==> src/rtl/id_ex_stage.sv <==
// id_ex_stage: ID/EX pipeline register of the MiniMIPS core with load-use hazard detection.
// Latency: one cycle from the ID inputs to the ex_* outputs. The stall output is combinational.
// Backpressure: on a load-use hazard, stall holds PC and IF/ID and a bubble goes into EX.
//   A branch flush always loads a bubble.
//
// Ports:
//   clk, rst            clock; asynchronous active-high reset
//   id_valid, id_instr  ID-stage instruction and its valid flag
//   id_pc_plus4         PC+4 of the ID instruction
//   id_rd1, id_rd2      register file read data for rs and rt
//   id_ctrl             decoder control bundle (packing given in ctrl_t below)
//   flush               branch taken; kill the ID instruction
//   stall               load-use stall to PC and IF/ID
//   ex_*                registered fields presented to EX
//   stall_count         saturating count of cycles lost to load-use stalls
module id_ex_stage #(
  parameter int DATA_WIDTH = 32,
  parameter int ADDR_WIDTH = 5,
  parameter int CNT_WIDTH  = 16
) (
  input  logic                  clk,
  input  logic                  rst,
  input  logic                  id_valid,
  input  logic [31:0]           id_instr,
  input  logic [DATA_WIDTH-1:0] id_pc_plus4,
  input  logic [DATA_WIDTH-1:0] id_rd1,
  input  logic [DATA_WIDTH-1:0] id_rd2,
  input  logic [9:0]            id_ctrl,
  input  logic                  flush,
  output logic                  stall,
  output logic                  ex_valid,
  output logic [DATA_WIDTH-1:0] ex_pc_plus4,
  output logic [DATA_WIDTH-1:0] ex_rd1,
  output logic [DATA_WIDTH-1:0] ex_rd2,
  output logic [DATA_WIDTH-1:0] ex_imm,
  output logic [ADDR_WIDTH-1:0] ex_rs,
  output logic [ADDR_WIDTH-1:0] ex_rt,
  output logic [ADDR_WIDTH-1:0] ex_rd,
  output logic [9:0]            ex_ctrl,
  output logic [CNT_WIDTH-1:0]  stall_count
);

  typedef struct packed {
    logic       reg_write;
    logic       mem_to_reg;
    logic       mem_write;
    logic       mem_read;
    logic       branch;
    logic       alu_src;
    logic       reg_dst;
    logic [2:0] alu_ctrl;
  } ctrl_t;

  ctrl_t                 ex_ctrl_q;
  logic [ADDR_WIDTH-1:0] id_rs;
  logic [ADDR_WIDTH-1:0] id_rt;
  logic [ADDR_WIDTH-1:0] id_rd;
  logic [DATA_WIDTH-1:0] id_imm;
  logic                  rt_hit;
  logic                  bubble;
  logic                  unused_opcode;

  assign id_rs  = ADDR_WIDTH'(id_instr[25:21]);
  assign id_rt  = ADDR_WIDTH'(id_instr[20:16]);
  assign id_rd  = ADDR_WIDTH'(id_instr[15:11]);
  assign id_imm = {{(DATA_WIDTH-16){id_instr[15]}}, id_instr[15:0]};

  // The opcode is consumed by the decoder upstream; it plays no role here.
  assign unused_opcode = ^id_instr[31:26];

  // rt is compared even for I-type consumers whose rt is a destination.
  // The extra stall this can cause is conservative and harmless.
  assign rt_hit = (ex_rt == id_rs) || (ex_rt == id_rt);

  // A load into $zero never produces a value, so it cannot create a hazard.
  // After the bubble, ex_ctrl is zero, so a load-use pair stalls for exactly one cycle.
  assign stall = id_valid && ex_valid && ex_ctrl_q.mem_read &&
                 (ex_rt != '0) && rt_hit;

  assign bubble  = flush || stall;
  assign ex_ctrl = ex_ctrl_q;

  always_ff @(posedge clk or posedge rst) begin
    if (rst) begin
      ex_valid    <= 1'b0;
      ex_pc_plus4 <= '0;
      ex_rd1      <= '0;
      ex_rd2      <= '0;
      ex_imm      <= '0;
      ex_rs       <= '0;
      ex_rt       <= '0;
      ex_rd       <= '0;
      ex_ctrl_q   <= '0;
      stall_count <= '0;
    end else if (bubble) begin
      ex_valid    <= 1'b0;
      ex_pc_plus4 <= '0;
      ex_rd1      <= '0;
      ex_rd2      <= '0;
      ex_imm      <= '0;
      ex_rs       <= '0;
      ex_rt       <= '0;
      ex_rd       <= '0;
      ex_ctrl_q   <= '0;
      // A flush kills the instruction anyway, so no cycle is lost to the hazard.
      if (!flush && (stall_count != '1)) begin
        stall_count <= stall_count + CNT_WIDTH'(1);
      end
    end else begin
      ex_valid    <= id_valid;
      ex_pc_plus4 <= id_pc_plus4;
      ex_rd1      <= id_rd1;
      ex_rd2      <= id_rd2;
      ex_imm      <= id_imm;
      ex_rs       <= id_rs;
      ex_rt       <= id_rt;
      ex_rd       <= id_rd;
      ex_ctrl_q   <= id_valid ? ctrl_t'(id_ctrl) : ctrl_t'('0);
    end
  end

endmodule

==> config.mk <==
export PLATFORM = sky130hd
export DESIGN_NAME = id_ex_stage
export DESIGN_NICKNAME = d
export VERILOG_FILES = /design/src/rtl/id_ex_stage.sv
export SDC_FILE = /design/constraint.sdc
export NUM_CORES = 1
export LEC_CHECK = 0
export CORE_ASPECT_RATIO = 1.75
export CORE_MARGIN = 2
export CORE_UTILIZATION = 38
export CTS_CLUSTER_DIAMETER = 120
export DETAILED_ROUTE_END_ITERATION = 10
export PLACE_DENSITY = 0.82
export SKIP_LAST_GASP = 1
export SYNTH_ARGS = -nofsm -noshare
export SYNTH_HDL_FRONTEND = slang
export SYNTH_SLANG_ARGS = --single-unit
==> constraint.sdc <==
create_clock -name clk -period 6.7 [get_ports clk]
set_input_delay 2.01 -clock clk [delete_from_list [all_inputs] [get_ports clk]]
set_output_delay 2.01 -clock clk [all_outputs]
set_load 0.05 [all_outputs]
Yosys cells after proc, flatten, opt, wreduce, memory -nomap -nowiden

Cells that the tools add are included.
W data, S select, Z words.

Register bits after elaboration: 170
Output and inout bits: 171
Logic and storage cells: 41

$add $sub $neg: 1
Equality and inequality tests: 3
Mux-type cells: 10
Reductions and logical operators: 10

Operators with widths:

| operator                | number |
|---|---|
| $mux W32                | 4 |
| $mux W10                | 2 |
| $add A16 B1 Y16 const B | 1 |
| $ne A16 B16 Y1 const B  | 1 |
| $mux W5                 | 3 |
| $eq A5 B5 Y1            | 2 |
| $logic_and A1 B1 Y1     | 5 |
| $reduce_bool A5 Y1      | 1 |
| $logic_or A1 B1 Y1      | 2 |
| $reduce_and A2 Y1       | 1 |
| $logic_not A1 Y1        | 1 |
| $mux W1                 | 1 |

Depth between registers and ports, before layout

Word-level depth: 6
Gate-level depth with buffers: 7
Depth with buffers taken out: 6

Worst setup path after synthesis

Ideal clock, no wire load.

Kind: input to output
Start: input id_instr[25]
End: output stall
Arrival: 3.299 ns
Path slack: 1.391 ns
Cell stages on the path: 5
Path buffers: 1
Path through: xnor2_1 -> nand3_1 -> o22ai_2 -> clkbuf_1 -> and2_1

Word-level cells in the longest chain between the ends: 3

RTL lines:

| item                | line | RTL |
|---|---|---|
| start, declared     | 24   | `input logic [31:0] id_instr,` |
| $eq A5 B5 Y1        | 73   | `assign rt_hit = (ex_rt == id_rs) \|\| (ex_rt == id_rt);` |
| $logic_or A1 B1 Y1  | 73   |  |
| $logic_and A1 B1 Y1 | 78   | `(ex_rt != '0) && rt_hit;` |
| end, declared       | 30   | `output logic stall,` |

No other way between the ends.

Final worst setup path

Same ends and word-level chain as after synthesis.

==> flow_metrics.tcl <==
set metrics [dict create \
    antenna_found_initial 1 \
    yosysTopAreaCell "dfrtp_1" \
    irDropWorstVdd_v 0.000196 \
    num_rows 57 \
    synth-simple-area-share_pct 20.1 \
    totalWireLength_um 15000 \
    synthAdderAreaFrac_pct 0.231 \
    hold_buffers 0 \
    cts-root-buf "clkbuf_16" \
    cts-resized-gates 0 \
    fin_crit_ps 5570 \
    synth_compound_area_share_pct 1.36 \
    synth_top_area_share_pct 68.8 \
    htree_levels 4 \
    area_growth_pct 67.4 \
    antenna_cells 0 \
    grt_max_degree 108 \
    drt_pre_antenna_iters 6 \
    routed_via_density 4.50 \
    drive_gt1_share_pct 5.68 \
    postSynthAreaPerCell_um2 13.5 \
    fin_ws_ps 1130 \
    design.die.area_um2 15300 \
    overflow 0 \
    crit_fanout 19 \
    design_area_um2 9070 \
    worstMarginPinSlew_ps 938 \
    synthArstFlopShare_pct 100 \
    worstSkewPairLatency_ps 410 \
    critical_path_class "input port to output port" \
    num-nets-final 836 \
    drc 0 \
    synth_top_family_by_area "simple AND/OR/NAND/NOR gates" \
    synthDistinctLibCells 35 \
    finalClockSkew_ps 11.6 \
    yosysSeqAreaShare_pct 68.8 \
    die_width_um 94.3 \
    wl_per_cell_um 17.1 \
    cts_tree "built" \
    clockBufferDepth 2 \
    place_area_um2 8460 \
    gp_congestion 0.801 \
    synthXorXnorAreaFrac_pct 3.88 \
    drt_iter0_markers 97 \
    ant_nets 0 \
    yosys-top-cells-area "dfrtp_1 69%, and2_1 15%, xnor2_1 3.6%" \
    yosysWarnings 0 \
    syn_area_um2 5420 \
    io_pins 313 \
    synth_most_common_cell "dfrtp_1" \
    setup_viol 0 \
    rsz0062_at_grt "false" \
    synth.area.mux_share_pct 0.208 \
    cp.required_ps 4690 \
    dpl.hpwl_um 11500 \
    hp-class "register to register" \
    synth_edf_count 0 \
    die_h_um 162 \
    crit_arrival_ps 3560 \
    cts_setup_buffers 0 \
    power.density_nw_per_um2 261 \
    final.period_utilization_pct 83.1 \
    clock_sinks 149 \
    worstSetupEndpointType "output port" \
    crit_path_start_kind "input port" \
    core_um2 13900 \
    synth_flop_cell "dfrtp_1" \
    hold_violations 0 \
    status "completed" \
    fmax_mhz 180 \
    grt.total_usage_pct 20.5 \
    post-place-ws_ps 1110 \
    via_count 3968 \
    synth_fp_nets 544 \
    grt_pass1_vias 4464 \
    setup_tns_ps 0 \
    leakage_nw 3.92 \
    max_slew_margin_pct 37.5 \
    io_buffers 306 \
    synthCells 401 \
    grt_pass1_wl_um 23600 \
    synth_common_cells "149 x dfrtp_1, 134 x and2_1, 22 x xnor2_1" \
    slew_viol_final 0 \
    cts_buffers 17 \
    clk_pin_slew_worst_paths_ps 60 \
    ys_ff_latch 149 \
    cap_violations 0 \
    initial_core_util_pct 39.0 \
]
area by class of cell:
cell class | instances | area [µm²]
repair buffers | 309 | 3080
clock buffers | 20 | 447
flip-flops and latches | 149 | 3730
clock inverters | 10 | 171
multi-input cells | 213 | 1410
fillers | 1063 | 4830
inverters | 3 | 16.3
well taps | 177 | 221
cell usage in the layout, fill, tap and decap left out, drive strengths merged, types with 2 or more instances in the layout:
master,Yosys,routed
clkdlybuf4s50,0,305
dfrtp,149,149
and2,134,134
xnor2,22,22
clkbuf,5,20
nand3,10,10
nand2,9,9
inv,3,6
a21oi,5,5
nor2,4,4
bufinv,0,4
buf,31,4
nand4,3,3
nor4b,2,2
xor2,2,2
nor4,2,2
and3,2,2
or4b,2,2
clkinv,0,2
logic make-up (layout without fill, tap and decap cells):
family / Yosys count / count (layout)
AOI/OAI and AO/OA: 10 / 10
xor gates and xnor gates: 24 / 24
adders and majority gates: 1 / 1
buffers and inverters: 39 / 342
DFF: 149 / 149
muxes: 1 / 1
and+or+nand+nor: 177 / 177
where the power goes:
| part | switching [mW] | total [mW] | internal (mW) |
|---|---|---|---|
| registers | 0.0166 | 0.957 | 0.940 |
| logic | 0.248 | 0.419 | 0.172 |
| clock network | 0.359 | 0.993 | 0.634 |
per-stage QoR:
step | power (mW) | utilization (%) | hold WS, ps | cells
6_report | 2.37 | 65.2 | 501 | 881
5_1_grt | 2.46 | 65.2 | 520 | 881
2_1_floorplan | 1.21 | - | 795 | 401
3_5_place_dp | 1.40 | 60.8 | 494 | 851
4_1_cts | 2.40 | 65.2 | 506 | 881
3_3_place_gp | 1.39 | 60.8 | 488 | 851
per-layer routing:
| metal | GRT usage [%] | vias to the layer above | wire length (µm) |
|---|---|---|---|
| met4 | 8.43 | 0 | 428 |
| met1 | 20.4 | 1900 | 4870 |
| met5 | 0 | - | 0 |
| met3 | 9.18 | 30 | 1620 |
| li1 | - | 1824 | - |
| met2 | 36.3 | 214 | 8130 |
worst paths after layout:
check / to / depth (start not counted) / slack, ps / start
max: stall / 7 / 1130 / id_instr[25]
min: stall_count[8] / 1 / 500 / stall_count[8]
max reg2reg: ex_pc_plus4[4] / 5 / 3710 / ex_rt[0]
min reg2reg: stall_count[8] / 1 / 500 / stall_count[8]
max in group asynchronous: stall_count[11] / 3 / 3340 / rst
min in group asynchronous: ex_ctrl[0] / 2 / 2180 / rst
registers in the layout (all words and copies together), names as in the netlist:
signal / flops
ex_pc_plus4: 32
ex_rd1: 32
ex_rd2: 32
stall_count: 16
ex_imm: 12
ex_ctrl: 10
ex_rs: 5
ex_rt: 5
ex_rd: 4
ex_valid: 1
worst max-delay path, stage by stage:
cell	delay (ps)
clkdlybuf4s50_1	500
xnor2_1	140
nand3_1	130
o22ai_2	180
buf_4	250
and2_1	160
buf_4	190
No activity file was read; power rests on OpenSTA's default activity.
